## src/rtl/instrumented_adder_brent_wrapper_if.sv

```systemverilog
// LA/IO bus bundle for the instrumented Brent-Kung adder; the master side drives
// the project select, LA inputs and IO inputs, the slave side returns LA/IO outputs.
interface instrumented_adder_brent_wrapper_if;
    logic        active;
    logic [31:0] la1_data_in;
    logic [31:0] la2_data_in;
    logic [31:0] la3_data_in;
    logic [31:0] la1_oenb;
    logic [31:0] la2_oenb;
    logic [31:0] la3_oenb;
    logic [31:0] la1_data_out;
    logic [31:0] la2_data_out;
    logic [31:0] la3_data_out;
    logic [37:0] io_in;
    logic [37:0] io_out;
    logic [37:0] io_oeb;

    modport master (
        output active, la1_data_in, la2_data_in, la3_data_in,
        output la1_oenb, la2_oenb, la3_oenb, io_in,
        input  la1_data_out, la2_data_out, la3_data_out, io_out, io_oeb
    );

    modport slave (
        input  active, la1_data_in, la2_data_in, la3_data_in,
        input  la1_oenb, la2_oenb, la3_oenb, io_in,
        output la1_data_out, la2_data_out, la3_data_out, io_out, io_oeb
    );
endinterface

```

## src/rtl/instrumented_adder_brent_wrapper.sv

```systemverilog
// 32-bit Brent-Kung adder with LA-programmed operands, ring feedback and output masking.
// Optional macro BRENT_TRISTATE_EN: outputs float ('z) instead of parking when not active.
module instrumented_adder_brent_wrapper #(
    parameter int WIDTH = 32
) (
    input logic                              wb_clk_i,
    input logic                              rst_n,
    instrumented_adder_brent_wrapper_if.slave bus
);

    localparam int LOG2 = $clog2(WIDTH);

    logic [WIDTH-1:0] a_input;
    logic [WIDTH-1:0] b_input;
    logic [WIDTH-1:0] a_input_ext_bit_b;
    logic [WIDTH-1:0] a_input_ring_bit_b;
    logic [WIDTH-1:0] s_output_bit_b;
    logic [WIDTH-1:0] sum_q;
    logic             chain_out;
    logic [31:0]      cycle_count;

    logic             ctrl_valid;
    logic             wr;
    logic             run;
    logic [2:0]       sel;

    logic [WIDTH-1:0] a_eff;
    logic [WIDTH-1:0] prop;
    logic [WIDTH-1:0] gen_pre;
    logic [WIDTH-1:0] prop_pre;
    logic [WIDTH-1:0] sum;
    logic             cout;

    assign ctrl_valid = (bus.la3_oenb[4:0] == 5'd0);
    assign wr         = ctrl_valid & bus.la3_data_in[0];
    assign sel        = bus.la3_data_in[3:1];
    assign run        = ctrl_valid & bus.la3_data_in[4];

    // External operand wins over ring feedback; both masks are active-low.
    assign a_eff = (a_input & ~a_input_ext_bit_b)
                 | (sum_q & a_input_ext_bit_b & ~a_input_ring_bit_b);

    // Prefix tree evaluated in place: no node is both read and written within a level.
    always_comb begin
        prop     = a_eff ^ b_input;
        gen_pre  = a_eff & b_input;
        prop_pre = prop;
        for (int l = 0; l < LOG2; l++) begin
            for (int i = 0; i < WIDTH; i++) begin
                if (((i + 1) % (1 << (l + 1))) == 0) begin
                    gen_pre[i]  = gen_pre[i] | (prop_pre[i] & gen_pre[i - (1 << l)]);
                    prop_pre[i] = prop_pre[i] & prop_pre[i - (1 << l)];
                end
            end
        end
        for (int l = LOG2 - 2; l >= 0; l--) begin
            for (int i = 0; i < WIDTH; i++) begin
                if ((((i + 1) % (1 << (l + 1))) == (1 << l)) && (i >= (1 << (l + 1)))) begin
                    gen_pre[i]  = gen_pre[i] | (prop_pre[i] & gen_pre[i - (1 << l)]);
                    prop_pre[i] = prop_pre[i] & prop_pre[i - (1 << l)];
                end
            end
        end
        sum  = prop ^ {gen_pre[WIDTH-2:0], 1'b0};
        cout = gen_pre[WIDTH-1];
    end

    always_ff @(posedge wb_clk_i or negedge rst_n) begin
        if (!rst_n) begin
            a_input            <= '0;
            b_input            <= '0;
            a_input_ext_bit_b  <= '1;
            a_input_ring_bit_b <= '1;
            s_output_bit_b     <= '0;
            sum_q              <= '0;
            chain_out          <= 1'b0;
            cycle_count        <= '0;
        end else begin
            if (wr) begin
                case (sel)
                    3'd0:    a_input            <= bus.la1_data_in;
                    3'd1:    b_input            <= bus.la2_data_in;
                    3'd2:    a_input_ext_bit_b  <= bus.la1_data_in;
                    3'd3:    a_input_ring_bit_b <= bus.la1_data_in;
                    3'd4:    s_output_bit_b     <= bus.la1_data_in;
                    default: ;
                endcase
            end
            if (run) begin
                sum_q       <= sum;
                chain_out   <= cout;
                cycle_count <= cycle_count + 32'd1;
            end
        end
    end

    logic [31:0] la1_raw;
    logic [31:0] la2_raw;
    logic [31:0] la3_raw;
    logic [37:0] io_out_raw;
    logic [37:0] io_oeb_raw;

    assign la1_raw    = sum_q & ~s_output_bit_b;
    assign la2_raw    = cycle_count;
    assign la3_raw    = {31'b0, chain_out};
    assign io_out_raw = {sum_q[27:0], chain_out, 9'b0};
    assign io_oeb_raw = {29'b0, 9'h1FF};

`ifdef BRENT_TRISTATE_EN
    assign bus.la1_data_out = bus.active ? la1_raw    : 'z;
    assign bus.la2_data_out = bus.active ? la2_raw    : 'z;
    assign bus.la3_data_out = bus.active ? la3_raw    : 'z;
    assign bus.io_out       = bus.active ? io_out_raw : 'z;
    assign bus.io_oeb       = bus.active ? io_oeb_raw : 'z;
`else
    assign bus.la1_data_out = bus.active ? la1_raw    : '0;
    assign bus.la2_data_out = bus.active ? la2_raw    : '0;
    assign bus.la3_data_out = bus.active ? la3_raw    : '0;
    assign bus.io_out       = bus.active ? io_out_raw : '0;
    assign bus.io_oeb       = bus.active ? io_oeb_raw : '1;
`endif

    logic unused_bits;
    assign unused_bits = ^{bus.la1_oenb, bus.la2_oenb, bus.la3_oenb[31:5],
                           bus.la3_data_in[31:5], bus.io_in, prop_pre};

endmodule

```

## src/flat_wrapper.sv

```systemverilog
// flat-port wrapper written by rule: the top's interface ports become plain ports
module instrumented_adder_brent_wrapper_flat 
#(
    parameter int WIDTH = 32
)
  (wb_clk_i, rst_n, bus_active, bus_la1_data_in, bus_la2_data_in, bus_la3_data_in, bus_la1_oenb, bus_la2_oenb, bus_la3_oenb, bus_io_in, bus_la1_data_out, bus_la2_data_out, bus_la3_data_out, bus_io_out, bus_io_oeb);
  instrumented_adder_brent_wrapper_if bus_i ();
  input logic wb_clk_i;
  input logic rst_n;
  input wire logic [$bits(bus_i.active)-1:0] bus_active;
  input wire logic [$bits(bus_i.la1_data_in)-1:0] bus_la1_data_in;
  input wire logic [$bits(bus_i.la2_data_in)-1:0] bus_la2_data_in;
  input wire logic [$bits(bus_i.la3_data_in)-1:0] bus_la3_data_in;
  input wire logic [$bits(bus_i.la1_oenb)-1:0] bus_la1_oenb;
  input wire logic [$bits(bus_i.la2_oenb)-1:0] bus_la2_oenb;
  input wire logic [$bits(bus_i.la3_oenb)-1:0] bus_la3_oenb;
  input wire logic [$bits(bus_i.io_in)-1:0] bus_io_in;
  output wire logic [$bits(bus_i.la1_data_out)-1:0] bus_la1_data_out;
  output wire logic [$bits(bus_i.la2_data_out)-1:0] bus_la2_data_out;
  output wire logic [$bits(bus_i.la3_data_out)-1:0] bus_la3_data_out;
  output wire logic [$bits(bus_i.io_out)-1:0] bus_io_out;
  output wire logic [$bits(bus_i.io_oeb)-1:0] bus_io_oeb;
  assign bus_i.active = bus_active;
  assign bus_i.la1_data_in = bus_la1_data_in;
  assign bus_i.la2_data_in = bus_la2_data_in;
  assign bus_i.la3_data_in = bus_la3_data_in;
  assign bus_i.la1_oenb = bus_la1_oenb;
  assign bus_i.la2_oenb = bus_la2_oenb;
  assign bus_i.la3_oenb = bus_la3_oenb;
  assign bus_i.io_in = bus_io_in;
  assign bus_la1_data_out = bus_i.la1_data_out;
  assign bus_la2_data_out = bus_i.la2_data_out;
  assign bus_la3_data_out = bus_i.la3_data_out;
  assign bus_io_out = bus_i.io_out;
  assign bus_io_oeb = bus_i.io_oeb;
  instrumented_adder_brent_wrapper #(.WIDTH(WIDTH)) u_core (.wb_clk_i(wb_clk_i), .rst_n(rst_n), .bus(bus_i));
endmodule
```

## config.mk

```make
export PLATFORM = sky130hd
export DESIGN_NAME = instrumented_adder_brent_wrapper_flat
export DESIGN_NICKNAME = d
export VERILOG_FILES = /design/src/rtl/instrumented_adder_brent_wrapper_if.sv /design/src/rtl/instrumented_adder_brent_wrapper.sv /design/src/flat_wrapper.sv
export SDC_FILE = /design/constraint.sdc
export NUM_CORES = 1
export LEC_CHECK = 0
export BUFFER_PORTS_ARGS = -buffer_cell sky130_fd_sc_hd__buf_2
export CAP_MARGIN = 20
export CORE_MARGIN = 2
export CORE_UTILIZATION = 42
export DETAILED_ROUTE_END_ITERATION = 8
export PLACE_DENSITY = 0.79
export SYNTH_ARGS = -nofsm -noshare
export SYNTH_HDL_FRONTEND = slang
export SYNTH_SLANG_ARGS = --single-unit
```

## constraint.sdc

```tcl
create_clock -name wb_clk_i -period 4 [get_ports wb_clk_i]
set_input_delay 0.4 -clock wb_clk_i [delete_from_list [all_inputs] [get_ports wb_clk_i]]
set_output_delay 0.4 -clock wb_clk_i [all_outputs]
set_load 0.01 [all_outputs]
```

==> run_results.csv, run 1 <==
group,metric,value,unit
sta,holdWs,0.116,ns
cts,cts_buffer_depth,3,
synthesis,yosys.area.top_type_share,34.8,%
cells_and_area,drive_gt1_share,40.8,%
floorplan,core,27000,µm²
sta,drv_slew,0,
critical_path,worstPathCellList,"nand2_1 > o22ai_1 > ha_1 > inv_1 > fa_1 > nand2b_1 > a21oi_2 > o2111ai_2 > o41ai_1 > buf_4 > a21boi_0 > o21ba_2 > fa_1 > xor2_1 > o21ai_0",
critical_path,max_stage_delay,0.54,ns
cells_and_area,fin_nets,1474,
synthesis,synth_flop_cell,"dfrtp_1",
cts,cts_sinks,225,
cells_and_area,stdcell_area,13500,µm²
critical_path,crit_type,"reg2reg",
synthesis,syn_area,11600,µm²
worst_hold_path,min-delay-start,"bus_la2_data_in[29]",
detailed_routing,wl_per_cell,16.5,µm
critical_path,crit_start,"u_core.a_input_ext_bit_b[0]",
synthesis,yosysUniqueCellTypes,56,
critical_path,regToRegStartpoint,"u_core.a_input_ext_bit_b[0]",
synthesis,synth_most_common_cell,"dfrtp_1",
sta,setup_tns,0,ns
critical_path,start_kind,"flip-flop",
synthesis,async_flop_share,100,%
critical_path,crit_path_max_fanout,4,
sta,final-setup-viol-count,0,
detailed_routing,drc_errors,0,
synthesis,yosysTopAreaCell,"dfrtp_1",
detailed_routing,ant_nets,0,
power_and_ir_drop,p_leak,6.87,nW
synthesis,ys_seq_area_share,49.4,%
detailed_routing,vias_per_cell,4.96,
sta,slew_headroom,29.8,%
power_and_ir_drop,power,5.27,mW
placement,place.gp.congestion,0.790,
global_route,grt_max_degree,109,
cells_and_area,ff_latch_area,5710,µm²
detailed_routing,drtIter0Drc,363,
cts,cts_tree,"built",
floorplan,die_area,28900,µm²
placement,dpl_cell_area,12600,µm²
global_route,grt_pass1_wl,40800,µm
critical_path,path_common_cell,"fa_1",
floorplan,num_rows,60,
detailed_routing,vias,7714,
detailed_routing,routed_wl,25600,µm
floorplan,die_y,170,µm
sta,hold_viol_final,0,
worst_hold_path,hold_class,"in2reg",
sta,rsz0062_at_grt,"false",
power_and_ir_drop,peakVddDrop,0.000312,V
cells_and_area,fillerInstances,2354,
sta,max_freq,273,MHz
cts,root_buffer,"clkbuf_16",
global_route,antenna_found_initial,4,
cts,cts_buffers,25,
placement,dp_hpwl,18300,µm
cts,clk_pin_slew,0.06,ns
cells_and_area,area_growth,16.7,%
synthesis,avgSynthCellArea,11.4,µm²
placement,dpl.cell_count,1506,
global_route,overflow,0,
cells_and_area,fin_cells,1555,
critical_path,worstPathArrival,4.03,ns
synthesis,synth_edf_count,0,
critical_path,critPathSlowestCell,"dfstp_2",
synthesis,synthCells,1012,
synthesis,synth_common_cells,"161 x dfrtp_1, 160 x mux2_2, 109 x nand2_1",
power_and_ir_drop,cellPowerDensity,391,nW/µm²
floorplan,floorplan.initialDensity,42.8,%
job,cap_viol_max_count,0,
sta,skew,0.0240,ns
floorplan,pin_count,405,
cells_and_area,multi_input_area,5130,µm²
synthesis,yosys_warnings,0,
sta,period_minus_slack,3.67,ns
cts,clk_latency,0.51,ns
sta,worst_slew_pin_slew,1.05,ns
synthesis,ys_ff_latch,225,
detailed_routing,firstDrtPassIters,4,
cts,cts-htree-levels,1,
placement,portBuffers,199,
critical_path,critPathCaptureType,"flip-flop",
floorplan,fp.dieW,170,µm
outcome,status,"finished, final reports clean",
critical_path,required,4.36,ns
sta,min_period_over_period,91.7,%
synthesis,synthTopCellsByArea,"dfrtp_1 35%, mux2_2 16%, dfstp_2 15%",
global_route,grt_use_total,17.8,%
global_route,first_global_vias,7719,
## state kept, by name (all words and copies together) (netlist names)
| signal | flops |
|---|---|
| u_core.chain_out | 1 |
| u_core.s_output_bit_b | 32 |
| u_core.a_input | 32 |
| u_core.b_input | 32 |
| u_core.cycle_count | 32 |
| u_core.sum_q | 32 |
| u_core.a_input_ext_bit_b | 32 |
| u_core.a_input_ring_bit_b | 32 |
## layer usage
metal / vias to the layer above / track usage (%) / share of wire [%]
li1: 3644 / - / -
met1: 3807 / 23.0 / 44
met2: 224 / 30.0 / 47
met3: 39 / 4.60 / 7.0
met4: 0 / 4.50 / 2.0
met5: - / 0 / 0
## metrics by stage
stage	worst slack [ns]	utilization, %
3_5_place_dp	0.215	46.6
2_1_floorplan	0.658	-
5_1_grt	0.0182	49.9
6_report	0.331	49.9
3_3_place_gp	0.245	46.6
4_1_cts	0.188	49.9
## report_power, final
part | internal [mW] | switching, mW | total (mW)
Clock | 1.51 | 0.902 | 2.41
Sequential | 2.40 | 0.0635 | 2.46
Combinational | 0.171 | 0.230 | 0.401
## kinds of logic (layout without fill, tap and decap cells)
group | Yosys count | after routing | share of synthesized area [%]
DFF | 225 | 225 | 49.4
xor gates and xnor gates | 46 | 46 | 3.48
and+or+nand+nor | 273 | 273 | 12.4
adders and majority gates | 48 | 48 | 6.23
buffers and inverters | 164 | 316 | 7.92
muxes | 160 | 160 | 15.6
AOI/OAI and AO/OA | 94 | 94 | 4.92
other | 2 | 52 | 0.0650
## layout by cell type, fill, tap and decap left out, drive strengths merged, types with 6 or more instances in the layout
master / netlist / layout
buf: 86 / 213
nand2: 109 / 109
nor2b: 30 / 30
nor3: 6 / 6
mux2: 160 / 160
dfstp: 64 / 64
xor2: 16 / 16
and2: 58 / 58
xnor2: 30 / 30
nand4: 12 / 12
a21oi: 16 / 16
ha: 32 / 32
o21ai: 27 / 27
dfrtp: 161 / 161
fa: 16 / 16
o22ai: 32 / 32
nand3: 13 / 13
clkbuf: 21 / 41
inv: 56 / 56
nor2: 22 / 22
conb: 2 / 49
## worst max-delay path: cells and delay by family, from the launching register on
kind            cells  cell delay (ns)
compound gates      7             1.44
fa+ha+maj           3             0.92
simple gates        2             0.23
buf+inv             2             0.24
flops               1             0.54
xor+xnor            1             0.17
## what timing repair did
item                                    in CTS  in global routing
endpoints found under the setup margin       0                  1
hold buffers                                 1                  0
resized for setup                            0                  2
endpoints found under the hold margin       52                  0
setup buffers                                0                  0
## path summary, 6_finish.rpt
check	end	slack (ns)	depth (start not counted)
worst max-delay path	u_core.sum_q[27]	0.33	15
worst min-delay path	u_core.b_input[29]	0.12	2
worst max register to register	u_core.sum_q[27]	0.33	15
worst min register to register	u_core.cycle_count[31]	0.46	1
max in group asynchronous	u_core.a_input_ring_bit_b[29]	2.36	3
min in group asynchronous	u_core.s_output_bit_b[7]	0.54	2
## layout make-up
type,count,share of cell area [%]
antenna,3,0.0556
clock buffer,41,5.75
clock inverter,4,0.705
inverter,57,1.59
multi-input combinational,670,38.0
sequential,225,42.3
tap,341,3.16
timing repair buffer,214,8.40
Note: power is estimated with default switching activity, not from simulation.
==> run 2: changes to the inputs <==
- REMOVE_ABC_BUFFERS: default -> 1
==> run_results.csv, run 2 (same netlist as run 1, synthesis figures left out) <==
group,metric,value,unit
cts,cts_buffers,25,
detailed_routing,wl_per_cell,16.5,µm
global_route,grt_max_degree,94,
detailed_routing,ant_nets,0,
critical_path,crit_type,"reg2reg",
detailed_routing,routed_wl,25700,µm
sta,rsz0062_at_grt,"false",
power_and_ir_drop,power,5.02,mW
placement,portBuffers,199,
sta,holdWs,0.111,ns
power_and_ir_drop,peakVddDrop,0.000299,V
critical_path,regToRegStartpoint,"u_core.a_input_ext_bit_b[0]",
detailed_routing,drc_errors,0,
floorplan,floorplan.initialDensity,42.8,%
cells_and_area,drive_gt1_share,40.7,%
sta,setup_tns,0,ns
floorplan,pin_count,405,
critical_path,critPathBufInv,3,
detailed_routing,drtIter0Drc,396,
critical_path,cpLargestDelayFamily,"compound AO/OA/AOI/OAI gates",
detailed_routing,vias,7653,
global_route,grt_pass1_wl,40700,µm
detailed_routing,firstDrtPassIters,4,
cells_and_area,final_cell_mix,"198 x buf_2, 161 x dfrtp_1, 160 x mux2_2",
critical_path,crit_path_max_fanout,4,
power_and_ir_drop,p_sw_share,23.8,%
cells_and_area,fin_cells,1558,
floorplan,core,27000,µm²
sta,final-setup-viol-count,0,
power_and_ir_drop,pwr-share-comb,7.9,%
floorplan,num_rows,60,
placement,dpl.cell_count,1510,
cts,cts-htree-levels,1,
sta,slew_headroom,30.2,%
critical_path,crit_start,"u_core.a_input_ext_bit_b[0]",
placement,dp_hpwl,17700,µm
sta,hold_viol_final,0,
critical_path,critPathCaptureType,"flip-flop",
job,cap_viol_max_count,0,
worst_hold_path,hold_class,"in2reg",
cts,clk_pin_slew,0.06,ns
cells_and_area,area_growth,16.0,%
sta,min_period_over_period,91.9,%
critical_path,worstPathArrival,4.05,ns
critical_path,start_kind,"flip-flop",
global_route,grt_use_total,17.9,%
floorplan,die_y,170,µm
cts,root_buffer,"clkbuf_16",
worst_hold_path,min-delay-start,"bus_la2_data_in[9]",
power_and_ir_drop,switching_power,1.20,mW
power_and_ir_drop,clkPwrFrac,43.0,%
critical_path,required,4.37,ns
cts,hold_buffers,1,
cts,clk_latency,0.52,ns
cts,post_cts_buffers,0,
sta,worst_slew_pin_slew,1.04,ns
global_route,first_global_vias,7815,
global_route,overflow,0,
power_and_ir_drop,p_int,3.82,mW
cts,cts_sinks,225,
cells_and_area,stdcell_area,13400,µm²
cells_and_area,fin_nets,1478,
sta,drv_slew,0,
sta,skew,0.0141,ns
floorplan,fp.dieW,170,µm
placement,place.gp.congestion,0.814,
critical_path,max_stage_delay,0.54,ns
cts,cts_tree,"built",
detailed_routing,vias_per_cell,4.91,
critical_path,critPathSlowestCell,"dfstp_2",
global_route,antenna_found_initial,2,
outcome,status,"finished, final reports clean",
power_and_ir_drop,seq_power_share,49.0,%
sta,period_minus_slack,3.68,ns
cts,cts_resized,0,
critical_path,worstPathCellList,"nand2_1 > o22ai_1 > ha_1 > inv_1 > fa_1 > nand2b_1 > a21oi_1 > buf_4 > o2111ai_1 > o41ai_1 > buf_4 > a2bb2oi_1 > a31oi_1 > fa_1 > xor2_1 > o21ai_0",
sta,max_freq,272,MHz
floorplan,die_area,28900,µm²
cts,cts_buffer_depth,3,
power_and_ir_drop,p_leak,6.83,nW
placement,dpl_cell_area,12600,µm²
power_and_ir_drop,cellPowerDensity,374,nW/µm²
cells_and_area,final_common_cell,"buf_2",
==> run 2: final cells by class <==
cell class,instances,area (µm²)
inverter,57,214
multi-input combinational,670,5120
clock buffer,35,683
tap,341,427
timing repair buffer,218,1160
antenna,2,5.00
fill,2393,13600
sequential,225,5710
clock inverter,10,85.1
==> run 2: power groups by stage <==
stage	sequential, mW	combinational, mW	clock [mW]
3_5_place_dp	2.50	0.402	0
3_3_place_gp	2.49	0.390	0
6_report	2.46	0.398	2.16
4_1_cts	2.46	0.407	2.22
5_1_grt	2.47	0.456	2.33
2_1_floorplan	2.48	0.221	0
==> run 2: through the flow <==
step | setup slack [ns] | util (%)
after detailed placement | 0.307 | 46.7
after CTS | 0.279 | 49.6
final | 0.322 | 49.6
after global placement | 0.417 | 46.7
after global routing | 0.0909 | 49.6
after floorplan | 0.487 | -
==> run 2: routing by layer <==
layer,wire (µm),up-vias,track usage [%]
li1,-,3649,-
met1,11300,3763,23.1
met2,12500,204,31.0
met3,1460,37,3.70
met4,408,0,3.98
met5,0,-,0
==> run 2: final timing paths <==
check	end	slack, ns	cells after the start
min reg2reg	u_core.cycle_count[31]	0.46	1
min	u_core.b_input[9]	0.11	2
max	u_core.sum_q[23]	0.32	16
max reg2reg	u_core.sum_q[23]	0.32	16
min in group asynchronous	u_core.cycle_count[26]	0.48	2
max in group asynchronous	u_core.a_input_ext_bit_b[2]	2.44	3
